<file path="src/rtl/debug_ctrl.sv">
// debug_ctrl: DMI-to-core debug controller (halt, PC reset pulse, GPR access); ports: dmi_req_*/dmi_resp_* DTM handshake, jtag_* core debug port; optional resetreq via DEBUG_CTRL_RESET_EN
module debug_ctrl #(
  parameter int unsigned HALT_SETTLE_CYCLES = 4,
  parameter int unsigned RESET_PULSE_CYCLES = 2
) (
  input  logic        clk,
  input  logic        rst,
  input  logic        dmi_req_valid_i,
  output logic        dmi_req_ready_o,
  input  logic [1:0]  dmi_req_op_i,
  input  logic [6:0]  dmi_req_addr_i,
  input  logic [31:0] dmi_req_data_i,
  output logic        dmi_resp_valid_o,
  input  logic        dmi_resp_ready_i,
  output logic [31:0] dmi_resp_data_o,
  output logic        dmi_resp_err_o,
  output logic [4:0]  jtag_reg_addr_o,
  output logic [31:0] jtag_reg_data_o,
  output logic        jtag_reg_we_o,
  input  logic [31:0] jtag_reg_data_i,
  output logic        jtag_halt_flag_o,
  output logic        jtag_reset_flag_o
);
  localparam logic [6:0] A_DATA0 = 7'h04, A_DMCTRL = 7'h10, A_DMSTAT = 7'h11, A_ABSCS = 7'h16, A_CMD = 7'h17;
  typedef enum logic [1:0] {IDLE, EXEC, RESP} state_t;
  state_t state_q, state_d;
  logic [31:0] data0_q, data0_d, resp_data_q, resp_data_d, rdata;
  logic [2:0] cmderr_q, cmderr_d;
  logic [3:0] halt_cnt_q, halt_cnt_d;
  logic [4:0] regno_q, regno_d;
  logic haltreq_q, haltreq_d, wr_q, wr_d, resp_err_q, resp_err_d;
  logic halted, accept, is_rd, is_wr, mapped, exec;
`ifdef DEBUG_CTRL_RESET_EN
  logic [3:0] rcnt_q, rcnt_d;
  assign jtag_reset_flag_o = rcnt_q != 4'd0;
`else
  assign jtag_reset_flag_o = 1'b0;
`endif
  assign halted = halt_cnt_q == 4'(HALT_SETTLE_CYCLES);
  assign dmi_req_ready_o = (state_q == IDLE) & ~rst;
  assign dmi_resp_valid_o = state_q == RESP;
  assign dmi_resp_data_o = resp_data_q;
  assign dmi_resp_err_o = resp_err_q;
  assign jtag_halt_flag_o = haltreq_q;
  // GPR port is gated by rst so a reset mid-EXEC kills the strobe in the same cycle
  assign exec = (state_q == EXEC) & ~rst;
  assign jtag_reg_we_o = exec & wr_q;
  assign jtag_reg_addr_o = exec ? regno_q : 5'd0;
  assign jtag_reg_data_o = (exec & wr_q) ? data0_q : 32'd0;
  assign accept = dmi_req_valid_i & dmi_req_ready_o;
  assign is_rd = dmi_req_op_i == 2'd1;
  assign is_wr = dmi_req_op_i == 2'd2;
  assign mapped = dmi_req_addr_i inside {A_DATA0, A_DMCTRL, A_DMSTAT, A_ABSCS, A_CMD};
  assign rdata = dmi_req_addr_i == A_DATA0  ? data0_q :
                 dmi_req_addr_i == A_DMCTRL ? {31'd0, haltreq_q} :
                 dmi_req_addr_i == A_DMSTAT ? {31'd0, halted} :
                 dmi_req_addr_i == A_ABSCS  ? {21'd0, cmderr_q, 8'd0} : 32'd0;
  always_comb begin
    state_d = state_q;
    data0_d = data0_q;
    haltreq_d = haltreq_q;
    cmderr_d = cmderr_q;
    regno_d = regno_q;
    wr_d = wr_q;
    resp_data_d = resp_data_q;
    resp_err_d = resp_err_q;
`ifdef DEBUG_CTRL_RESET_EN
    rcnt_d = rcnt_q != 4'd0 ? rcnt_q - 4'd1 : 4'd0;
`endif
    if (state_q == IDLE && accept) begin
      state_d = RESP;
      resp_data_d = is_rd ? rdata : 32'd0;
      resp_err_d = (is_rd | is_wr) & ~mapped;
      if (is_wr && dmi_req_addr_i == A_DATA0) data0_d = dmi_req_data_i;
      if (is_wr && dmi_req_addr_i == A_DMCTRL) begin
        haltreq_d = dmi_req_data_i[0];
`ifdef DEBUG_CTRL_RESET_EN
        if (dmi_req_data_i[1]) rcnt_d = 4'(RESET_PULSE_CYCLES);
`endif
      end
      if (is_wr && dmi_req_addr_i == A_ABSCS) cmderr_d = cmderr_q & ~dmi_req_data_i[10:8];
      // a pending cmderr blocks every command until it is cleared
      if (is_wr && dmi_req_addr_i == A_CMD && cmderr_q == 3'd0 && dmi_req_data_i[17]) begin
        state_d = halted ? EXEC : RESP;
        cmderr_d = halted ? cmderr_q : 3'd4;
        regno_d = dmi_req_data_i[4:0];
        wr_d = dmi_req_data_i[16];
      end
    end else if (state_q == EXEC) begin
      state_d = RESP;
      data0_d = wr_q ? data0_q : jtag_reg_data_i;
    end else if (state_q == RESP && dmi_resp_ready_i) begin
      state_d = IDLE;
    end
    // the counter only advances from a haltreq already held, and clears on the edge haltreq drops
    halt_cnt_d = !haltreq_d ? 4'd0 : (haltreq_q && !halted) ? halt_cnt_q + 4'd1 : halt_cnt_q;
  end
  always_ff @(posedge clk) begin
    if (rst) begin
      state_q <= IDLE;
      data0_q <= '0;
      haltreq_q <= 1'b0;
      cmderr_q <= '0;
      halt_cnt_q <= '0;
      regno_q <= '0;
      wr_q <= 1'b0;
      resp_data_q <= '0;
      resp_err_q <= 1'b0;
`ifdef DEBUG_CTRL_RESET_EN
      rcnt_q <= '0;
`endif
    end else begin
      state_q <= state_d;
      data0_q <= data0_d;
      haltreq_q <= haltreq_d;
      cmderr_q <= cmderr_d;
      halt_cnt_q <= halt_cnt_d;
      regno_q <= regno_d;
      wr_q <= wr_d;
      resp_data_q <= resp_data_d;
      resp_err_q <= resp_err_d;
`ifdef DEBUG_CTRL_RESET_EN
      rcnt_q <= rcnt_d;
`endif
    end
  end
endmodule

</file>
<file path="config.mk">
export PLATFORM = sky130hd
export DESIGN_NAME = debug_ctrl
export DESIGN_NICKNAME = d
export VERILOG_FILES = /design/src/rtl/debug_ctrl.sv
export SDC_FILE = /design/constraint.sdc
export NUM_CORES = 1
export LEC_CHECK = 0
export BUFFER_PORTS_ARGS = -buffer_cell sky130_fd_sc_hd__buf_2
export CAP_MARGIN = 10
export CORE_ASPECT_RATIO = 0.9
export CORE_UTILIZATION = 50
export DETAILED_ROUTE_END_ITERATION = 8
export PLACE_DENSITY_LB_ADDON = 0.05
export SYNTH_ARGS = -nofsm -noshare
export SYNTH_HDL_FRONTEND = slang
export SYNTH_SLANG_ARGS = --single-unit
export TNS_END_PERCENT = 10
</file>
<file path="constraint.sdc">
create_clock -name clk -period 5.7 [get_ports clk]
set_input_delay 1.14 -clock clk [delete_from_list [all_inputs] [get_ports clk]]
set_output_delay 1.14 -clock clk [all_outputs]
set_load 0.01 [all_outputs]
</file>
==> run_results.csv, run 1 <==
group,metric,value,unit
run_status,outcome,"complete, no violations",
logic_synthesis,synth.distinct_cells,49,
logic_synthesis,synthArstFlopShare,0,%
die,placementRows,30,
clock_tree,cts_buffers,9,
die,die_area,8490,um2
logic_synthesis,synth_area,4060,um2
critical_path,crit_fanout,80,
die,start_util,52.8,%
timing,rsz0062_at_grt,"false",
critical_path,cp_cell_sequence,"buf_4 -> nor3b_2 -> buf_4 -> and3_1 -> buf_2",
timing,drv_slew,0,
die,dieHeight,87.5,um
drt,drtIter0Drc,188,
worst_hold_path,worstHoldPathType,"reg2reg",
run,cap_violations,0,
grt,grt-ovfl-total,0,
grt,grt_pass1_wl,18.0,mm
clock_tree,cts_resized,0,
pwr,netSwitchingPower,0.261,mW
pwr,power_frac_comb,8.7,%
logic_synthesis,ys_ff_latch,81,
clock_tree,cts-htree-levels,3,
logic_synthesis,yosys_warnings,0,
critical_path,required,4560,ps
pwr,p_leak,2.26,nW
pwr,p_seq_share,53.7,%
timing,max_freq,228,MHz
timing,tns,0,ps
pwr,p_clk_share,37.6,%
timing,fin_crit_sh,77.0,%
pwr,peakVddDrop,0.133,mV
timing,finalHoldViolations,0,
final_layout,drive_above_1_share,36.1,%
final_layout,insertedDiodeCount,0,
critical_path,start_kind,"input pin",
critical_path,timing.critical_path.mode_cell,"buf_4",
clock_tree,cts.clk_slew.worst_paths,80,ps
clock_tree,cts_setup_buffers,0,
timing,slew_headroom,25.6,%
timing,hold_slack,475,ps
placed_design,port_buffers,150,
placed_design,dp_hpwl,7.71,mm
die,pin_count,152,
clock_tree,clock_path_buffers,2,
logic_synthesis,ys.flop_type,"dfxtp_1",
logic_synthesis,syn_nets,529,
critical_path,crit_arrival,3250,ps
clock_tree,numClockSinks,81,
die,coreArea,7690,um2
grt,track_usage,26.6,%
clock_tree,cts_tree,"built",
critical_path,crit_path_end_kind,"primary output",
drt,drt_wl_total,11.4,mm
timing,fin_crit,4390,ps
logic_synthesis,synth_edf_count,0,
critical_path,crit_type,"in2out",
logic_synthesis,avgSynthCellArea,9.06,um2
placed_design,place.gp.congestion,0.891,
pwr,p_per_area,213,nW/um2
clock_tree,cts_root_buffer,"clkbuf_8",
timing,finalSetupViolCount,0,
timing,tightest_slew,1120,ps
timing,fin_skew,9.88,ps
clock_tree,clock_latency,340,ps
logic_synthesis,syn_inst,448,
drt,via_count,3901,
critical_path,cpMaxStageDelayCell,"nor3b_2",
critical_path,cpPeakStageDelay,1000,ps
drt,ant_nets,0,
drt,wl_per_cell,17.0,um
drt,dr.pass1.iters,5,
logic_synthesis,yosysSeqAreaShare,39.9,%
grt,antenna_found_initial,0,
final_layout,area_delta_synth_final,22.2,%
grt,grt_max_degree,81,
drt,route.detailed.drc,0,
final_layout,nets,651,
pwr,p_sw_share,24.6,%
clock_tree,cts_hold_buf,0,
grt,grt_pass1_vias,3614,
pwr,p_int,0.798,mW
drt,via_per_inst,5.83,
die,die_x,97.0,um
-- power groups by stage --
stage	Clock [mW]	Combinational (mW)	Sequential [mW]
6_report	0.398	0.0920	0.568
5_1_grt	0.433	0.100	0.569
4_1_cts	0.406	0.0917	0.568
3_5_place_dp	0	0.0912	0.582
3_3_place_gp	0	0.0903	0.582
2_1_floorplan	0	0.0507	0.581
-- path summary, 6_finish.rpt --
path	startpoint	endpoint	cells past startpoint	slack (ps)
hold / removal	cmderr_q[1]	cmderr_q[1]	2	480
setup / recovery	rst	jtag_reg_data_o[0]	5	1310
hold reg to reg	cmderr_q[1]	cmderr_q[1]	2	480
setup reg to reg	wr_q	data0_q[8]	4	2720
-- registers in the layout, indices dropped and copies added, names as in the netlist --
name and count:
wr_q 1, dmi_resp_data_o 32, state_q 2, cmderr_q 3, data0_q 32, dmi_resp_err_o 1, jtag_halt_flag_o 1, regno_q 5
halt_cnt_q 4
-- per-stage QoR --
step	power, mW	std cells	utilization (%)	setup WS, ps	cell area (um2)
after CTS	1.07	668	64.1	1330	4930
final	1.06	669	64.5	1310	4960
after global routing	1.10	669	64.5	1180	4960
after floorplan	0.631	448	-	2380	4060
after global placement	0.672	654	61.7	1390	4750
after detailed placement	0.673	654	61.7	1330	4750
-- synth_stat cells, drive strengths merged, types with 4 or more instances --
library cell | n | share of area, %
nor2 | 99 | 9.2
mux2i | 8 | 2.0
ha | 4 | 1.2
a211oi | 4 | 0.99
clkbuf | 28 | 2.6
and3 | 32 | 4.9
a31o | 30 | 6.5
inv | 7 | 0.65
nor3 | 9 | 1.1
nand2 | 9 | 0.83
dfxtp | 81 | 40
buf | 17 | 3.3
and2 | 10 | 1.5
a21oi | 6 | 0.74
a2111oi | 30 | 11
a22oi | 29 | 5.4
-- final cells by class --
cell class                 instances  area, um2
fill                             684       2740
clock inverter                     5       58.8
timing repair buffer             156        818
inverter                           8       30.0
sequential                        81       1620
clock buffer                       9        124
tap                               96        120
multi-input combinational        314       2190
-- cells by family after synthesis --
family | share of synthesized area [%]
flops | 39.9
simple gates | 22.5
other cells | 0.0924
buf+inv | 6.63
compound gates | 27.0
fa+ha+maj | 1.23
mux | 1.97
xor+xnor | 0.647
-- placed cells by master, fill, tap and decap left out, types with 2 or more instances in the layout --
cell        count
a21oi_1         6
mux2i_1         8
a211oi_2        2
a31o_1         30
ha_1            4
xnor2_1         2
and3_1         32
a211oi_1        2
nand4_1         3
clkbuf_8        9
a2111oi_0       2
nor3_1          9
a2111oi_2      28
nand2_1         9
o21ai_0         3
a221oi_1        2
a22oi_1        29
clkinvlp_4      2
or3b_2          2
nand3b_1        3
nor2b_1         2
a32o_1          3
nor2_1         99
a21o_1          3
and2_1         10
inv_1           7
nand3_1         2
dfxtp_1        81
buf_2         149
buf_4           6
-- worst max-delay path, delay by kind of cell --
kind                   cells  cell delay (ps)
AND/OR/NAND/NOR            2             1190
buffers and inverters      3              860
-- metal layers --
metal	track usage [%]	vias up	wire length, um
li1	-	1889	-
met1	35.5	1863	5170
met2	43.4	133	5310
met3	5.38	16	733
met4	8.41	0	176
met5	0	-	0
Power figures use the tool's default switching activity.
==> inputs of run 2 (changes only) <==
--- a/config.mk
+++ b/config.mk
@@ -8,7 +8,7 @@
 export BUFFER_PORTS_ARGS = -buffer_cell sky130_fd_sc_hd__buf_2
 export CAP_MARGIN = 10
 export CORE_ASPECT_RATIO = 0.9
-export CORE_UTILIZATION = 50
+export CORE_UTILIZATION = 49
 export DETAILED_ROUTE_END_ITERATION = 8
 export PLACE_DENSITY_LB_ADDON = 0.05
 export SYNTH_ARGS = -nofsm -noshare
==> constraint.sdc (replaced) <==
create_clock -name clk -period 4.2 [get_ports clk]
set_input_delay 0.84 -clock clk [delete_from_list [all_inputs] [get_ports clk]]
set_output_delay 0.84 -clock clk [all_outputs]
set_load 0.01 [all_outputs]
==> run 2 against run 1 <==
The run now ends with design-rule violations left. Critical endpoint is now jtag_reg_data_o[25]. Global-route usage is 1.5 points lower. Sequential power is 36% higher. Register-to-register slack worse by 1200 ps. Core utilization is 2.1 points lower. Largest power group unchanged. Combinational power is 38% higher. Largest cell class unchanged. Clock skew is 3.2 ps lower.
==> run_results.csv, run 2 (synthesis gave the netlist of run 1 again) <==
group,metric,value,unit
grt,grt_pass1_vias,3433,
final_layout,insertedDiodeCount,0,
final_layout,area_delta_synth_final,23.4,%
timing,rsz0062_at_grt,"false",
final_layout,fillers,728,
critical_path,reg2reg_depth,5,
worst_hold_path,whs_path_depth,2,
timing,max_freq,297,MHz
pwr,peakVddDrop,0.157,mV
die,start_util,50.6,%
timing,finalSetupViolCount,0,
drt,via_count,3895,
grt,grt-ovfl-total,0,
pwr,p_per_area,300,nW/um2
clock_tree,cts_setup_buffers,0,
worst_hold_path,hold_end,"cmderr_q[0]",
die,die_area,8650,um2
clock_tree,cts_resized,0,
clock_tree,clock_path_buffers,2,
final_layout,final_util,62.4,%
final_layout,multi_input_area,2190,um2
clock_tree,cts_tree,"built",
drt,ant_nets,0,
final_layout,instances_no_fill,679,
grt,grt_pass1_wl,17.2,mm
worst_hold_path,worstHoldPathType,"reg2reg",
run_status,violations,"design-rule violations",
clock_tree,cts.clk_slew.worst_paths,90,ps
final_layout,drive_above_1_share,36.9,%
critical_path,rr_startpoint,"state_q[1]",
critical_path,required,3360,ps
placed_design,port_buffers,150,
clock_tree,cts_buffers,9,
timing,finalHoldViolations,0,
die,dieHeight,88.4,um
clock_tree,cts-htree-levels,3,
grt,antenna_found_initial,0,
critical_path,crit_fanout,52,
run_status,outcome,"complete, but fails checks",
clock_tree,cts_hold_buf,0,
timing,slew_headroom,30.1,%
placed_design,dp_hpwl,7.61,mm
clock_tree,clock_latency,350,ps
die,placementRows,31,
pwr,p_leak,2.29,nW
grt,track_usage,25.1,%
timing,tightest_slew,1050,ps
run,cap_violations,0,
placed_design,pre_cts_ws,838,ps
drt,wl_per_cell,16.5,um
critical_path,crit_arrival,2520,ps
worst_hold_path,min_from,"cmderr_q[0]",
die,die_x,98.0,um
final_layout,seqCellArea,1620,um2
timing,tns,0,ps
timing,drv_slew,0,
die,coreArea,8030,um2
final_layout,nets,656,
timing,fin_skew,6.63,ps
grt,grt_max_degree,64,
drt,route.detailed.drc,10,
critical_path,r2r-end,"data0_q[24]",
die,pin_count,152,
critical_path,crit_path_end_kind,"primary output",
clock_tree,numClockSinks,81,
placed_design,dpl_cell_area,4800,um2
timing,finalWorstSetupSlack,838,ps
final_layout,layout_common_cells,"buf_2 (149), nor2_1 (99), dfxtp_1 (81)",
final_layout,final_area,5010,um2
drt,drt_wl_total,11.2,mm
timing,fin_crit_sh,80.0,%
placed_design,place.gp.congestion,0.832,
clock_tree,cts_root_buffer,"clkbuf_8",
critical_path,regToRegSetupSlack,1480,ps
drt,drtIter0Drc,203,
critical_path,start_kind,"input pin",
critical_path,crit_type,"in2out",
timing,fin_crit,3360,ps
placed_design,post-place-cells,663,
drt,via_per_inst,5.74,
drt,dr.pass1.iters,8,
final_layout,final_common_cell,"buf_2",
==> run 2: worst max-delay path, stage by stage <==
cell	delay (ps)
buf_4	320
buf_4	640
nor3b_2	120
buf_4	240
and3_1	210
buf_2	140
==> run 2: layer usage <==
metal	up-vias	share of wire, %	track usage [%]
met1	1856	46	33.9
met2	137	48	41.3
met3	6	6.2	5.29
met5	-	0	0
li1	1896	-	-
met4	0	0.56	6.47
==> run 2: how the worst max path moves through the flow <==
stage / start / end / slack [ps] / cells past startpoint
6_report: rst / jtag_reg_data_o[25] / 840 / 6
3_3_place_gp: rst / jtag_reg_data_o[12] / 890 / 6
3_5_place_dp: rst / jtag_reg_data_o[12] / 840 / 6
4_1_cts: rst / jtag_reg_data_o[12] / 830 / 6
5_1_grt: rst / jtag_reg_data_o[13] / 740 / 6
2_1_floorplan: rst / data0_q[16] / 1290 / 8
==> run 2: where the power goes <==
group	switching (mW)	internal (mW)
combinational	0.0801	0.0469
clock	0.302	0.301
sequential	0.00241	0.769
total	0.385	1.12
==> run 2: metrics by stage <==
step	hold slack, ps	power (mW)
6_report	465	1.50
5_1_grt	476	1.56
4_1_cts	466	1.51
3_5_place_dp	440	0.915
3_3_place_gp	446	0.915
2_1_floorplan	426	0.857
==> run 2: cell type report <==
type / count / area share (%)
multi-input combinational: 314 / 43.7
sequential: 81 / 32.4
timing repair buffer: 161 / 16.7
clock buffer: 10 / 2.75
tap: 99 / 2.47
clock inverter: 6 / 1.45
inverter: 8 / 0.600
==> inputs of run 3 (changes only) <==
--- a/config.mk
+++ b/config.mk
@@ -8,7 +8,7 @@
 export BUFFER_PORTS_ARGS = -buffer_cell sky130_fd_sc_hd__buf_2
 export CAP_MARGIN = 10
 export CORE_ASPECT_RATIO = 0.9
-export CORE_UTILIZATION = 49
+export CORE_UTILIZATION = 45
 export DETAILED_ROUTE_END_ITERATION = 8
 export PLACE_DENSITY_LB_ADDON = 0.05
 export SYNTH_ARGS = -nofsm -noshare
==> constraint.sdc (replaced) <==
create_clock -name clk -period 2.9 [get_ports clk]
set_input_delay 0.58 -clock clk [delete_from_list [all_inputs] [get_ports clk]]
set_output_delay 0.58 -clock clk [all_outputs]
set_load 0.01 [all_outputs]
==> run 3 against run 2 <==
Cell count increased by 4.1%. Combinational power increased by 52%. Largest cell class unchanged. Routed wire length increased by 6.0%. Critical path depth decreased by 1. Critical path type is now reg2reg. Via count increased by 0.90%. Setup slack got worse by 440 ps. Clock power increased by 63%. Clock skew increased by 2.6 ps. Non-clock buffer count increased by 8. The flow now finishes without violations.
==> run_results.csv, run 3 (synthesis gave the netlist of run 1 again) <==
group,metric,value,unit
run_status,outcome,"complete, no violations",
timing,fin_crit_sh,86.2,%
clock_tree,clock_latency,350,ps
drt,route.detailed.drc,0,
clock_tree,cts_hold_buf,0,
final_layout,instances_no_fill,707,
timing,finalHoldViolations,0,
drt,dr.pass1.iters,5,
critical_path,reg2reg_depth,5,
final_layout,layout_common_cells,"buf_2 (149), nor2_1 (99), dfxtp_1 (81)",
placed_design,port_buffers,150,
critical_path,crit_type,"reg2reg",
final_layout,insertedDiodeCount,0,
drt,via_per_inst,5.56,
final_layout,drive_above_1_share,37.4,%
drt,wl_per_cell,16.8,um
placed_design,place.gp.congestion,0.889,
critical_path,cp_cell_sequence,"or4b_2 -> or4_4 -> buf_12 -> a2111oi_0 -> a31o_1",
critical_path,cp_num_buf_inv,1,
placed_design,post-place-cells,691,
grt,grt_pass1_vias,3738,
die,start_util,46.9,%
critical_path,required,3190,ps
final_layout,final_area,5140,um2
final_layout,final_common_cell,"buf_2",
critical_path,crit_fanout,18,
timing,tightest_slew,738,ps
critical_path,rr_startpoint,"state_q[0]",
die,die_area,9410,um2
placed_design,dp_hpwl,8.06,mm
critical_path,start_kind,"flip-flop",
critical_path,crit_arrival,2790,ps
die,coreArea,8650,um2
final_layout,area_delta_synth_final,26.7,%
clock_tree,clock_path_buffers,2,
timing,fin_crit,2500,ps
clock_tree,cts_resized,0,
worst_hold_path,worstHoldPathType,"reg2reg",
drt,drt_wl_total,11.9,mm
clock_tree,cts_setup_buffers,0,
pwr,peakVddDrop,0.252,mV
clock_tree,cts_buffers,9,
pwr,p_per_area,445,nW/um2
drt,ant_nets,0,
critical_path,crit_start,"state_q[0]",
clock_tree,numClockSinks,81,
critical_path,path_depth,5,
clock_tree,cts_root_buffer,"clkbuf_8",
die,pin_count,152,
critical_path,cpPeakStageDelay,690,ps
grt,grt_max_degree,64,
clock_tree,cts_tree,"built",
pwr,p_leak,2.35,nW
clock_tree,cts-htree-levels,3,
grt,grt-ovfl-total,0,
drt,drtIter0Drc,202,
timing,drv_slew,0,
run,cap_violations,0,
die,die_x,102,um
placed_design,dpl_cell_area,4910,um2
critical_path,regToRegSetupSlack,400,ps
critical_path,worstSetupEndpoint,"data0_q[25]",
pwr,finalPower,2.29,mW
critical_path,r2r-end,"data0_q[25]",
timing,fin_skew,9.20,ps
grt,grt_pass1_wl,19.0,mm
timing,tns,0,ps
die,placementRows,32,
final_layout,nets,664,
critical_path,cpMaxStageDelayCell,"or4b_2",
die,dieHeight,92.1,um
timing,finalSetupViolCount,0,
timing,rsz0062_at_grt,"false",
timing,max_freq,400,MHz
drt,via_count,3930,
grt,track_usage,25.9,%
critical_path,crit_path_end_kind,"flip-flop",
clock_tree,cts.clk_slew.worst_paths,80,ps
critical_path,crit_family,"simple AND/OR/NAND/NOR gates",
grt,antenna_found_initial,0,
timing,slew_headroom,50.8,%
run 3: cell types whose count changed in the layout (fill, tap and decap cells not counted), moves of 2 or more:
cell,delta
buf_4,+6
buf_12,+2
clkbuf_1,+2
inv_6,-3
bufinv_16,+2
run 3: area by class of cell:
cell class,count,area [um2]
Clock buffer,11,131
Clock inverter,5,104
Fill cell,842,3500
Inverter,8,30.0
Multi-Input combinational cell,314,2190
Sequential cell,81,1620
Tap cell,119,149
Timing Repair Buffer,169,921
run 3: power by group:
part           internal, mW  leakage (nW)  switching [mW]
Combinational        0.0725          1.58           0.120
Sequential             1.11         0.652         0.00148
Clock                 0.573         0.118           0.407
Total                  1.76          2.35           0.529
run 3: worst min path at each step:
stage	slack, ps	cells after the start	startpoint	to
4_1_cts	460	2	cmderr_q[0]	cmderr_q[0]
3_5_place_dp	450	2	cmderr_q[0]	cmderr_q[0]
3_3_place_gp	450	2	cmderr_q[0]	cmderr_q[0]
6_report	470	2	cmderr_q[0]	cmderr_q[0]
2_1_floorplan	430	2	cmderr_q[1]	cmderr_q[1]
5_1_grt	470	2	cmderr_q[0]	cmderr_q[0]
run 3: metal layers:
metal | global-route usage [%] | vias up | part of all wire, %
met5 | 0 | - | 0
li1 | - | 1914 | -
met4 | 6.31 | 0 | 0.88
met3 | 5.34 | 11 | 7.1
met1 | 34.7 | 1859 | 45
met2 | 42.1 | 146 | 47
run 3: per-stage QoR:
step / hold WS [ps] / utilization (%) / setup slack [ps]
2_1_floorplan: 426 / - / 248
3_3_place_gp: 446 / 56.8 / 215
3_5_place_dp: 445 / 56.8 / 131
4_1_cts: 461 / 59.5 / 413
5_1_grt: 468 / 59.5 / 279
6_report: 467 / 59.5 / 402
run 3: worst reg2reg max path: cells and delay by family (launching register included):
| family | cells | cell delay, ps |
|---|---|---|
| flops | 1 | 400 |
| buf+inv | 1 | 190 |
| simple gates | 2 | 1270 |
| compound gates | 2 | 590 |
